## src/rtl/mc_pkg.sv

```systemverilog
// Shared constants for the multi-cycle MIPS-subset sequencer: FSM state codes,
// opcode/func values, ALU control encodings, pc_src selects and decode classes.
package mc_pkg;

  localparam logic [3:0] ST_FETCH    = 4'd0;
  localparam logic [3:0] ST_DECODE   = 4'd1;
  localparam logic [3:0] ST_EXEC_R   = 4'd2;
  localparam logic [3:0] ST_WB_R     = 4'd3;
  localparam logic [3:0] ST_EXEC_I   = 4'd4;
  localparam logic [3:0] ST_WB_I     = 4'd5;
  localparam logic [3:0] ST_MEM_ADDR = 4'd6;
  localparam logic [3:0] ST_MEM_RD   = 4'd7;
  localparam logic [3:0] ST_WB_MEM   = 4'd8;
  localparam logic [3:0] ST_MEM_WR   = 4'd9;
  localparam logic [3:0] ST_BRANCH   = 4'd10;
  localparam logic [3:0] ST_JUMP     = 4'd11;
  localparam logic [3:0] ST_TRAP     = 4'd12;

  localparam logic [5:0] OP_RTYPE = 6'b000000;
  localparam logic [5:0] OP_LW    = 6'b100011;
  localparam logic [5:0] OP_SW    = 6'b101011;
  localparam logic [5:0] OP_BEQ   = 6'b000100;
  localparam logic [5:0] OP_ADDI  = 6'b001000;
  localparam logic [5:0] OP_ANDI  = 6'b001100;
  localparam logic [5:0] OP_ORI   = 6'b001101;
  localparam logic [5:0] OP_J     = 6'b000010;

  localparam logic [5:0] FN_ADD = 6'b100000;
  localparam logic [5:0] FN_SUB = 6'b100010;
  localparam logic [5:0] FN_AND = 6'b100100;
  localparam logic [5:0] FN_OR  = 6'b100101;
  localparam logic [5:0] FN_SLT = 6'b101010;

  localparam logic [3:0] ALU_AND = 4'b0000;
  localparam logic [3:0] ALU_OR  = 4'b0001;
  localparam logic [3:0] ALU_ADD = 4'b0010;
  localparam logic [3:0] ALU_SUB = 4'b0110;
  localparam logic [3:0] ALU_SLT = 4'b0111;

  localparam logic [1:0] PCSRC_INC = 2'b00;
  localparam logic [1:0] PCSRC_BR  = 2'b01;
  localparam logic [1:0] PCSRC_JMP = 2'b10;

  typedef enum logic [2:0] {
    CLS_R,
    CLS_I,
    CLS_LW,
    CLS_SW,
    CLS_BEQ,
    CLS_J,
    CLS_ILL
  } mc_cls_e;

endpackage

```

## src/rtl/mc_decode.sv

```systemverilog
// Combinational instruction classifier: maps opcode/func to an execution class,
// the ALU operation and immediate extension mode, and flags illegal encodings.
module mc_decode
  import mc_pkg::*;
(
  input  logic [5:0] opcode,
  input  logic [5:0] func,
  output mc_cls_e    cls,
  output logic [3:0] aluop,
  output logic       extop,
  output logic       legal
);

  always_comb begin
    cls   = CLS_ILL;
    aluop = ALU_AND;
    extop = 1'b0;
    case (opcode)
      OP_RTYPE: begin
        cls = CLS_R;
        case (func)
          FN_ADD:  aluop = ALU_ADD;
          FN_SUB:  aluop = ALU_SUB;
          FN_AND:  aluop = ALU_AND;
          FN_OR:   aluop = ALU_OR;
          FN_SLT:  aluop = ALU_SLT;
          default: cls   = CLS_ILL;
        endcase
      end
      OP_LW:   begin cls = CLS_LW;  aluop = ALU_ADD; extop = 1'b1; end
      OP_SW:   begin cls = CLS_SW;  aluop = ALU_ADD; extop = 1'b1; end
      OP_BEQ:  begin cls = CLS_BEQ; aluop = ALU_SUB; extop = 1'b1; end
      OP_ADDI: begin cls = CLS_I;   aluop = ALU_ADD; extop = 1'b1; end
      OP_ANDI: begin cls = CLS_I;   aluop = ALU_AND; extop = 1'b0; end
      OP_ORI:  begin cls = CLS_I;   aluop = ALU_OR;  extop = 1'b0; end
      OP_J:    cls = CLS_J;
      default: cls = CLS_ILL;
    endcase
  end

  assign legal = (cls != CLS_ILL);

endmodule

```

## src/rtl/multicycle_ctrl.sv

```systemverilog
// Multi-cycle FSM sequencer for the MIPS-subset datapath with memory req/ready stalls.
// Define MC_PERF_CNT_EN to add the cyc_cnt/instr_cnt/stall_cnt performance counters.
module multicycle_ctrl
  import mc_pkg::*;
#(
  parameter int ALU_W = 4,
  parameter int CNT_W = 32
) (
  input  logic             clk,
  input  logic             rst_n,
  input  logic [5:0]       opcode,
  input  logic [5:0]       func,
  input  logic             zero,
  input  logic             mem_ready,
  output logic             mem_req,
  output logic             iord,
  output logic             ir_write,
  output logic             pc_write,
  output logic [1:0]       pc_src,
  output logic             regdst,
  output logic             regwrite,
  output logic             extop,
  output logic             alusrc,
  output logic [ALU_W-1:0] aluop,
  output logic             memwrite,
  output logic             mem2reg,
  output logic             trap,
  output logic [3:0]       state
`ifdef MC_PERF_CNT_EN
  ,
  output logic [CNT_W-1:0] cyc_cnt,
  output logic [CNT_W-1:0] instr_cnt,
  output logic [CNT_W-1:0] stall_cnt
`endif
);

  if (ALU_W < 4 || CNT_W < 1) begin : g_param_check
    $error("multicycle_ctrl: ALU_W must be >= 4 and CNT_W >= 1");
  end

  logic [3:0] state_q, state_d;
  mc_cls_e    cls_q, cls_d;
  logic [3:0] aluop_q, aluop_d;
  logic       extop_q, extop_d;

  mc_cls_e    dec_cls;
  logic [3:0] dec_aluop;
  logic       dec_extop;
  logic       dec_legal;
  logic [3:0] alu_int;

  mc_decode u_decode (
    .opcode (opcode),
    .func   (func),
    .cls    (dec_cls),
    .aluop  (dec_aluop),
    .extop  (dec_extop),
    .legal  (dec_legal)
  );

  // The IR may change once DECODE is left, so the decoded controls are latched here.
  always_comb begin
    state_d = state_q;
    cls_d   = cls_q;
    aluop_d = aluop_q;
    extop_d = extop_q;
    case (state_q)
      ST_FETCH:    if (mem_ready) state_d = ST_DECODE;
      ST_DECODE: begin
        cls_d   = dec_cls;
        aluop_d = dec_aluop;
        extop_d = dec_extop;
        if (!dec_legal) begin
          state_d = ST_TRAP;
        end else begin
          case (dec_cls)
            CLS_R:          state_d = ST_EXEC_R;
            CLS_I:          state_d = ST_EXEC_I;
            CLS_LW, CLS_SW: state_d = ST_MEM_ADDR;
            CLS_BEQ:        state_d = ST_BRANCH;
            CLS_J:          state_d = ST_JUMP;
            default:        state_d = ST_TRAP;
          endcase
        end
      end
      ST_EXEC_R:   state_d = ST_WB_R;
      ST_WB_R:     state_d = ST_FETCH;
      ST_EXEC_I:   state_d = ST_WB_I;
      ST_WB_I:     state_d = ST_FETCH;
      ST_MEM_ADDR: state_d = (cls_q == CLS_LW) ? ST_MEM_RD : ST_MEM_WR;
      ST_MEM_RD:   if (mem_ready) state_d = ST_WB_MEM;
      ST_WB_MEM:   state_d = ST_FETCH;
      ST_MEM_WR:   if (mem_ready) state_d = ST_FETCH;
      ST_BRANCH:   state_d = ST_FETCH;
      ST_JUMP:     state_d = ST_FETCH;
      ST_TRAP:     state_d = ST_TRAP;
      default:     state_d = ST_FETCH;
    endcase
  end

  always_ff @(posedge clk or negedge rst_n) begin
    if (!rst_n) begin
      state_q <= ST_FETCH;
      cls_q   <= CLS_ILL;
      aluop_q <= ALU_AND;
      extop_q <= 1'b0;
    end else begin
      state_q <= state_d;
      cls_q   <= cls_d;
      aluop_q <= aluop_d;
      extop_q <= extop_d;
    end
  end

  // Outputs are qualified by rst_n so an in-flight request drops the moment reset asserts.
  always_comb begin
    mem_req  = 1'b0;
    iord     = 1'b0;
    ir_write = 1'b0;
    pc_write = 1'b0;
    pc_src   = PCSRC_INC;
    regdst   = 1'b0;
    regwrite = 1'b0;
    extop    = 1'b0;
    alusrc   = 1'b0;
    alu_int  = ALU_AND;
    memwrite = 1'b0;
    mem2reg  = 1'b0;
    trap     = 1'b0;
    if (rst_n) begin
      case (state_q)
        ST_FETCH: begin
          mem_req = 1'b1;
          if (mem_ready) begin
            ir_write = 1'b1;
            pc_write = 1'b1;
            pc_src   = PCSRC_INC;
          end
        end
        ST_EXEC_R: alu_int = aluop_q;
        ST_WB_R: begin
          regdst   = 1'b1;
          regwrite = 1'b1;
        end
        ST_EXEC_I: begin
          alusrc  = 1'b1;
          alu_int = aluop_q;
          extop   = extop_q;
        end
        ST_WB_I:   regwrite = 1'b1;
        ST_MEM_ADDR: begin
          alusrc  = 1'b1;
          extop   = 1'b1;
          alu_int = ALU_ADD;
        end
        ST_MEM_RD: begin
          mem_req = 1'b1;
          iord    = 1'b1;
        end
        ST_WB_MEM: begin
          mem2reg  = 1'b1;
          regwrite = 1'b1;
        end
        ST_MEM_WR: begin
          mem_req  = 1'b1;
          iord     = 1'b1;
          memwrite = 1'b1;
        end
        ST_BRANCH: begin
          alu_int  = ALU_SUB;
          extop    = 1'b1;
          pc_src   = PCSRC_BR;
          pc_write = zero;
        end
        ST_JUMP: begin
          pc_src   = PCSRC_JMP;
          pc_write = 1'b1;
        end
        ST_TRAP:   trap = 1'b1;
        default:   trap = 1'b0;
      endcase
    end
  end

  assign aluop = ALU_W'(alu_int);
  assign state = state_q;

`ifdef MC_PERF_CNT_EN
  logic [CNT_W-1:0] cyc_cnt_q, cyc_cnt_d;
  logic [CNT_W-1:0] instr_cnt_q, instr_cnt_d;
  logic [CNT_W-1:0] stall_cnt_q, stall_cnt_d;

  // An instruction retires on every transition back into FETCH.
  always_comb begin
    cyc_cnt_d   = cyc_cnt_q;
    instr_cnt_d = instr_cnt_q;
    stall_cnt_d = stall_cnt_q;
    if (state_q != ST_TRAP) cyc_cnt_d = cyc_cnt_q + CNT_W'(1);
    if (state_d == ST_FETCH && state_q != ST_FETCH) instr_cnt_d = instr_cnt_q + CNT_W'(1);
    if (mem_req && !mem_ready) stall_cnt_d = stall_cnt_q + CNT_W'(1);
  end

  always_ff @(posedge clk or negedge rst_n) begin
    if (!rst_n) begin
      cyc_cnt_q   <= '0;
      instr_cnt_q <= '0;
      stall_cnt_q <= '0;
    end else begin
      cyc_cnt_q   <= cyc_cnt_d;
      instr_cnt_q <= instr_cnt_d;
      stall_cnt_q <= stall_cnt_d;
    end
  end

  assign cyc_cnt   = cyc_cnt_q;
  assign instr_cnt = instr_cnt_q;
  assign stall_cnt = stall_cnt_q;
`endif

endmodule
```

## config.mk

```make
export PLATFORM = sky130hd
export DESIGN_NAME = multicycle_ctrl
export DESIGN_NICKNAME = d
export VERILOG_FILES = /design/src/rtl/mc_pkg.sv /design/src/rtl/mc_decode.sv /design/src/rtl/multicycle_ctrl.sv
export SDC_FILE = /design/constraint.sdc
export NUM_CORES = 1
export LEC_CHECK = 0
export ABC_AREA = 1
export ABC_CLOCK_PERIOD_IN_PS = 1400
export BUFFER_PORTS_ARGS = -buffer_cell sky130_fd_sc_hd__buf_4
export CAP_MARGIN = 20
export CORE_MARGIN = 3
export CORE_UTILIZATION = 44
export CTS_CLUSTER_SIZE = 25
export DETAILED_ROUTE_END_ITERATION = 6
export HOLD_SLACK_MARGIN = 0.02
export PLACE_DENSITY = 0.74
export SYNTH_ARGS = -nofsm -noshare
export SYNTH_HDL_FRONTEND = slang
export SYNTH_SLANG_ARGS = --single-unit
```

## constraint.sdc

```tcl
create_clock -name clk -period 1.4 [get_ports clk]
set_clock_uncertainty 0.05 [all_clocks]
set_input_delay 0.28 -clock clk [delete_from_list [all_inputs] [get_ports clk]]
set_output_delay 0.28 -clock clk [all_outputs]
set_load 0.02 [all_outputs]
```

==> results of run 1 <==
[stage by stage]
step,utilization [%],cells,setup TNS (ps),area (um2)
floorplan,-,169,-898,1140
global placement,73.9,262,-991,1670
detailed placement,73.9,262,-1610,1670
CTS,84.4,274,-5580,1900
global route,97.7,284,-10000,2200
finish,97.7,284,-8820,2200
[how the worst max path moves through the flow]
| stage | endpoint | slack [ps] | cells after the start | start |
|---|---|---|---|---|
| after floorplan | aluop[1] | -170 | 5 | state[3] |
| after global placement | aluop[1] | -120 | 8 | state[0] |
| after detailed placement | aluop[2] | -170 | 6 | state[2] |
| after CTS | aluop[1] | -380 | 9 | state[1] |
| after global routing | aluop[1] | -690 | 9 | state[1] |
| final | aluop[1] | -650 | 9 | state[1] |
[logic make-up after synthesis]
group / Yosys count / synth area share [%]
AOI/OAI and AO/OA: 24 / 12.8
buffers and inverters: 32 / 12.0
and+or+nand+nor: 101 / 48.6
DFF: 11 / 26.3
other: 1 / 0.355
[critical path, stage by stage, from the launching register on]
cell	delay, ps
dfrtp_2	470
inv_2	80
nor2_4	120
inv_2	90
nor2_4	140
inv_2	70
o21ai_1	160
inv_1	100
o21ai_2	80
buf_6	140
[power by group]
part	internal (mW)	total (mW)	switching (mW)
logic	1.30	3.08	1.78
registers	0.485	0.680	0.195
clock network	0.111	0.235	0.124
[cell type report]
cell class	instances	area (um2)
clock buffer	4	26.3
tap	28	35.0
timing repair buffer	83	746
inverter	31	146
timing repair inverter	1	8.76
multi-input combinational	126	957
sequential	11	283
fill	33	52.6
[sequential cells by signal, summed over array words and instances (netlist names)]
register and count:
state 4, aluop_q 3, cls_q 3, extop_q 1
[cells in the final DEF (no fill, tap or decap), types with 3 or more instances in the layout]
master	Yosys	routed
a31oi_1	3	3
buf_4	1	50
buf_6	0	32
clkbuf_4	0	3
dfrtp_1	9	5
dfrtp_2	0	4
inv_1	21	14
inv_2	9	10
inv_4	1	5
nand2_1	33	18
nand2_2	7	13
nand2_4	1	8
nand3_1	10	7
nand3_2	5	6
nand4_1	6	6
nor2_1	26	10
nor2_2	6	7
nor2_4	4	19
o21ai_1	5	5
o21ai_2	0	6
[what timing repair did]
action | 4_1_cts | 5_1_grt
pin swaps | 10 | 20
gates cloned | 0 | 1
resized for setup | 40 | 69
endpoints found under the hold margin | 9 | 0
hold buffers | 1 | 0
setup buffers | 11 | 16
setup endpoints to repair | 21 | 27
[metal layers]
| layer | global-route usage (%) | vias to the layer above | wire length (um) |
|---|---|---|---|
| met1 | 29.9 | 792 | 2210 |
| li1 | - | 715 | - |
| met2 | 53.7 | 218 | 3010 |
| met5 | 0 | - | 0 |
| met3 | 3.49 | 83 | 781 |
| met4 | 11.7 | 0 | 651 |
==> metrics, run 1 <==
status complete, but fails checks; violated checks negative setup slack; Pleak 1.09 nW; top-area cell type share of the netlist area 21.3%; critical path required time 1070 ps; Synth area leaders dfrtp_1 (21%), nand2_1 (12%), nor2_1 (9.2%); DPL Wire Length 2710 um; Post-Syn Instances 169; share of cells above drive strength 1 69.1%; sequential-to-total area share from yosys stat 26.3%; GRT overflow 0; Synth async-reset ratio 100%; I/O Pins 37; Post-synth EDFFs 0; Setup crit start kind flip-flop; Power Density 1820 mW/mm2; Yosys reg bits 11; pre-CTS setup slack -173 ps; first-pass GRT wire length 6130 um; synth cell count leaders nand2_1 (33), nor2_1 (26), inv_1 (21), nand3_1 (10); Final Hold Fails 0; CTS max path bufs 2; Starting Density 46.9%; top-count cell post-synth nand2_1; worst r2r src state[1]; routability cong. 0.819; clock sinks 11; Rows 17; syn_area_per_cell 6.26 um2; synth warn 0; Max FO, Critical Path 6; Max Fclk 489 MHz; Crit path arrival time 1720 ps; mapped cell area 0.00106 mm2; CTS buffer count 3; Area Growth Syn to Fin 108%; fin crit share 146%; Final setup viols 30; Setup crit end kind output pin; die area 0.00303 mm2; largest net degree at the start of global routing 11; TritonCTS clock tree built; Peak VDD IR 1590 uV; post-route setup slack -646 ps; Hold WS 84.8 ps; Post-DRT Antenna Nets 0; nets 273; flop-to-flop setup slack -450 ps; post-route minimum period 2050 ps; worst-skew pair later-pin latency 280 ps; Primary FF master, synth dfrtp_1; drt total wl 6650 um; initial antenna violation count 0; Core Region 0.00225 mm2; Cell variety after synth 25; Worst Hold Class in2async; initial drt markers 178; kind of critical path reg2out; syn nets 185; wire per inst 23.4 um; Tot GR Track Use 27.9%; RSZ-0062 raised after global routing true; Pins Over Slew Limit 0; IO Port Bufs 35; drc violations 0; vias per inst 6.37; Power Total 4.00 mW; CTS Root Buffer Type clkbuf_4; # diodes 0; r2r worst-path depth 11; H-tree levels 1; number of global-route vias before repair 1406; via count 1808; Clk pin slew, worst setup/hold paths 80 ps; reg2reg end state[3]; Die Span X 55.0 um; post-synth top area cell dfrtp_1; Pre-antenna DRT Iters 5; max cap viols 0; height of the chip 55.0 um
Power figures use the tool's default switching activity.
==> inputs of run 2 (changes only) <==
--- a/config.mk
+++ b/config.mk
@@ -9,12 +9,14 @@
 export ABC_CLOCK_PERIOD_IN_PS = 1400
 export BUFFER_PORTS_ARGS = -buffer_cell sky130_fd_sc_hd__buf_4
 export CAP_MARGIN = 20
+export CORE_ASPECT_RATIO = 2
 export CORE_MARGIN = 3
-export CORE_UTILIZATION = 44
+export CORE_UTILIZATION = 46
 export CTS_CLUSTER_SIZE = 25
 export DETAILED_ROUTE_END_ITERATION = 6
 export HOLD_SLACK_MARGIN = 0.02
-export PLACE_DENSITY = 0.74
+export PLACE_DENSITY = 0.75
 export SYNTH_ARGS = -nofsm -noshare
 export SYNTH_HDL_FRONTEND = slang
+export SYNTH_HIERARCHICAL = 1
 export SYNTH_SLANG_ARGS = --single-unit
==> run 2 against run 1 <==
Net effect:
- the flow still finishes with violations (negative setup slack)
- synthesized area up 13%
- maximum frequency up 7.0%
- via count up 13%
- final cell count up 14%
- hold slack better by 24 ps
- combinational power down 18%
- die area up 8.8%
- largest cell class unchanged
==> metrics, run 2 <==
Post-synth EDFFs 0; IO Port Bufs 36; Post-Syn Instances 212; r2r worst-path depth 7; vias per inst 6.30; height of the chip 78.2 um; Rows 25; largest net degree at the start of global routing 8; Max FO, Critical Path 6; reg2reg end cls_q[2]; DPL Wire Length 3120 um; first-pass GRT wire length 7440 um; Synth async-reset ratio 100%; Setup crit start kind flip-flop; Tot GR Track Use 29.4%; CTS Root Buffer Type clkbuf_8; Clk pin slew, worst setup/hold paths 60 ps; Power Density 1530 mW/mm2; post-synth top area cell nand2_1; post-route minimum period 1910 ps; number of global-route vias before repair 1711; worst-skew pair later-pin latency 250 ps; syn nets 228; Final setup viols 29; Post-DRT Antenna Nets 0; Synth area leaders nand2_1 (22%), dfrtp_1 (21%), inv_1 (10%); # diodes 0; Cell variety after synth 24; CTS max path bufs 2; Crit path arrival time 1580 ps; synth warn 6; die area 0.00329 mm2; initial drt markers 145; kind of critical path reg2out; top-count cell post-synth nand2_1; critical path required time 1070 ps; syn_area_per_cell 5.66 um2; Setup crit end kind output pin; routability cong. 0.889; Hold WS 109 ps; mapped cell area 0.00120 mm2; fin crit share 137%; TritonCTS clock tree built; synth cell count leaders nand2_1 (70), inv_1 (33), nor2_1 (32), nand3_1 (22), dfrtp_1 (10); Die Span X 42.1 um; Yosys reg bits 12; flop-to-flop setup slack -150 ps; Pleak 1.22 nW; H-tree levels 1; nets 314; GRT overflow 0; Pins Over Slew Limit 0; wire per inst 22.1 um; commonest cells after routing, fill and taps aside buf_4 (52), nand2_1 (45), buf_6 (29); worst r2r src state[0]; I/O Pins 37; Starting Density 49.2%; CTS buffer count 3; violated checks negative setup slack; Peak VDD IR 1080 uV; initial antenna violation count 0; Core Region 0.00244 mm2; via count 2042; post-route setup slack -512 ps; Primary FF master, synth dfrtp_1; RSZ-0062 raised after global routing true; Final Hold Fails 0; Max Fclk 523 MHz; status complete, but fails checks; Pre-antenna DRT Iters 5; commonest non-fill, non-tap cell in the layout buf_4; Worst Hold Class in2async; Setup TNS -8080 ps; share of cells above drive strength 1 60.9%; clock sinks 12; drc violations 0; max cap viols 0; sequential-to-total area share from yosys stat 25.2%; drt total wl 7180 um; Area Growth Syn to Fin 96.9%; top-area cell type share of the netlist area 21.9%
run 2: cell types whose count changed in the layout (fill, tap and decap cells not counted), moves of 4 or more:
cell,before,now
inv_1,14,23
nand2_1,18,45
o21ai_2,6,2
nor2_4,19,14
clkbuf_8,0,4
nand3_1,7,16
nand2_2,13,18
nor2_2,7,13
nand4_1,6,1
run 2: how the worst max path moves through the flow:
| stage | start | end | slack, ps | cells past startpoint |
|---|---|---|---|---|
| final | state[3] | extop | -510 | 6 |
| after CTS | state[3] | pc_write | -370 | 7 |
| after detailed placement | func[4] | state[1] | -350 | 11 |
| after global placement | func[4] | state[1] | -320 | 11 |
| after global routing | state[3] | pc_write | -560 | 7 |
| after floorplan | state[1] | pc_write | -130 | 5 |
run 2: layout make-up:
type | count | area (um2)
Tap cell | 27 | 33.8
Inverter | 38 | 150
Clock buffer | 4 | 55.1
Timing Repair Buffer | 84 | 757
Sequential cell | 12 | 308
Fill cell | 45 | 77.6
Multi-Input combinational cell | 159 | 1060
run 2: cell families (layout without fill, tap and decap cells):
family	after synthesis	after routing	share of synthesized area (%)
buffers and inverters	41	126	13.9
flip-flops	12	12	25.2
other	1	1	0.313
AO/OA/AOI/OAI	16	16	7.30
AND/OR/NAND/NOR	142	142	53.3
run 2: critical path, cell delays in order (launching register included):
cell	delay, ps
dfrtp_2	470
inv_4	80
nor2_4	250
o211ai_1	160
buf_4	170
o21ai_4	60
buf_6	130
run 2: layer usage:
| layer | vias up | global-route usage, % | wire length (um) |
|---|---|---|---|
| met5 | - | 0 | 0 |
| met4 | 0 | 14.6 | 802 |
| met1 | 903 | 25.3 | 2180 |
| met3 | 96 | 1.83 | 694 |
| li1 | 818 | - | - |
| met2 | 225 | 62.3 | 3500 |
run 2: what timing repair did:
action | 4_1_cts | 5_1_grt
hold buffers | 2 | 0
cloned | 0 | 0
pin swaps | 12 | 32
gates resized for setup | 37 | 74
endpoints found under the hold margin | 10 | 0
buffers inserted | 3 | 8
setup endpoints to repair | 21 | 28
run 2: power by group:
part | internal [mW] | switching (mW) | leakage (nW)
clock network | 0.250 | 0.156 | 0.0288
logic | 1.10 | 1.43 | 1.04
registers | 0.501 | 0.171 | 0.148
total | 1.85 | 1.76 | 1.22
run 2: per-stage QoR:
stage	power, mW	worst slack (ps)	area [um2]	instances	utilization (%)
5_1_grt	3.73	-562	2360	324	96.8
4_1_cts	2.94	-365	2070	318	84.9
2_1_floorplan	1.53	-127	1290	212	-
3_5_place_dp	2.29	-350	1870	310	76.5
3_3_place_gp	2.26	-323	1870	310	76.5
6_report	3.61	-512	2360	324	96.8
==> inputs of run 3 (changes only) <==
--- a/config.mk
+++ b/config.mk
@@ -10,12 +10,12 @@
 export BUFFER_PORTS_ARGS = -buffer_cell sky130_fd_sc_hd__buf_4
 export CAP_MARGIN = 20
 export CORE_ASPECT_RATIO = 2
-export CORE_MARGIN = 3
 export CORE_UTILIZATION = 46
 export CTS_CLUSTER_SIZE = 25
 export DETAILED_ROUTE_END_ITERATION = 6
 export HOLD_SLACK_MARGIN = 0.02
 export PLACE_DENSITY = 0.75
+export SLEW_MARGIN = 20
 export SYNTH_ARGS = -nofsm -noshare
 export SYNTH_HDL_FRONTEND = slang
 export SYNTH_HIERARCHICAL = 1
==> constraint.sdc (replaced) <==
create_clock -name clk -period 1.4 [get_ports clk]
set_clock_uncertainty 0.05 [all_clocks]
set_input_delay 0.21 -clock clk [delete_from_list [all_inputs] [get_ports clk]]
set_output_delay 0.21 -clock clk [all_outputs]
set_load 0.02 [all_outputs]
==> run 3 against run 2 <==
Net effect:
- the flow still finishes with violations (negative setup slack)
- sequential power fell by 1%
- count of clock-buffer cells in the layout stayed put
- setup slack gained 58 ps
- design area fell by 8.9%
- register-to-register slack better by 80 ps
- die area decreased by 14%
- critical endpoint is now pc_write
==> metrics, run 3 (synthesis results as in run 2) <==
Pleak 1.17 nW; CTS max path bufs 2; drt total wl 5160 um; TritonCTS clock tree built; Final Hold Fails 0; initial drt markers 119; final non-filler cell total 317; met1 Usage GRT 26.3%; kind of critical path reg2out; largest net degree at the start of global routing 10; Final setup viols 28; grt met2 use 68.0%; Max FO, Critical Path 4; Placed Instances 305; Setup TNS -5600 ps; height of the chip 74.2 um; Global Route met3 Usage 10.1%; # diodes 0; via count 1780; final instance area 0.00215 mm2; wire per inst 16.3 um; Worst Hold Class in2async; nets 307; CTS buffer count 3; post-route minimum period 1850 ps; Core Region 0.00241 mm2; Hold WS 47.5 ps; vias per inst 5.62; Crit path arrival time 1590 ps; Tot GR Track Use 35.8%; H-tree levels 1; initial antenna violation count 0; critical path required time 1140 ps; Power Density 1520 mW/mm2; Clk pin slew, worst setup/hold paths 50 ps; Rows 25; Final Util 89.4%; IO Port Bufs 36; number of global-route vias before repair 1689; Max Fclk 539 MHz; first-pass GRT wire length 7110 um; GRT Max-Usage Layer met2; status complete, but fails checks; post-route setup slack -455 ps; Setup crit start kind flip-flop; Area Growth Syn to Fin 79.4%; fin crit share 132%; Starting Density 49.8%; RSZ-0062 raised after global routing true; Pins Over Slew Limit 0; drc violations 0; violated checks negative setup slack; Post-DRT Antenna Nets 0; max cap viols 0; routability cong. 0.833; Pre-antenna DRT Iters 4; die area 0.00283 mm2; clock sinks 12; I/O Pins 37; DP Area 0.00180 mm2; pre-CTS setup slack -279 ps; commonest cells after routing, fill and taps aside buf_4 (58), nand2_1 (53), inv_1 (27); DPL Wire Length 3010 um; Setup crit end kind output pin; flop-to-flop setup slack -70 ps; Peak VDD IR 796 uV; Power Total 3.28 mW; Die Span X 38.1 um; share of cells above drive strength 1 54.8%; GRT overflow 0; commonest non-fill, non-tap cell in the layout buf_4; CTS Root Buffer Type clkbuf_8; worst-skew pair later-pin latency 250 ps
run 3: cell count changes in the layout (fill, tap and decap cells not counted), sizes merged:
cell / before / now
dlygate4sd3: 2 / 1
buf: 82 / 76
run 3: routing by layer:
metal	vias to the layer above	share of wire, %
met1	841	31
met5	-	0
met3	31	6.0
met2	105	57
li1	803	-
met4	0	5.6
run 3: worst max-delay path, stage by stage, from the launching register on:
cell and delay, ps:
dfrtp_2 480, inv_4 130, nand2_4 90, inv_1 110, nand3_1 140, inv_2 110, nand2_1 80, nand2_2 70
buf_4 130
run 3: power by group:
group / leakage [nW] / internal (mW) / switching [mW] / total (mW)
clock network: 0.0288 / 0.249 / 0.139 / 0.388
logic: 0.994 / 0.948 / 1.28 / 2.23
registers: 0.148 / 0.500 / 0.162 / 0.662
total: 1.17 / 1.70 / 1.58 / 3.28
run 3: path summary, 6_finish.rpt:
| path | startpoint | to | cells past startpoint |
|---|---|---|---|
| max | state[0] | pc_write | 8 |
| min | rst_n | aluop_q[1] | 3 |
| max reg2reg | state[3] | state[0] | 8 |
| min reg2reg | cls_q[1] | cls_q[1] | 2 |
| max in group asynchronous | rst_n | state[0] | 2 |
| min in group clk | opcode[0] | aluop_q[0] | 5 |
run 3: layout make-up:
cell class | instances | area [um2]
Clock buffer | 4 | 55.1
Sequential cell | 12 | 308
Multi-Input combinational cell | 159 | 960
Inverter | 38 | 148
Timing Repair Buffer | 77 | 648
Tap cell | 27 | 33.8
Fill cell | 125 | 256
run 3: timing repair:
action,in CTS,in global routing
endpoints found under the setup margin,20,27
pin swaps,8,19
setup buffers,6,3
hold buffers,1,0
endpoints found under the hold margin,4,0
cloned,0,0
resized for setup,16,61
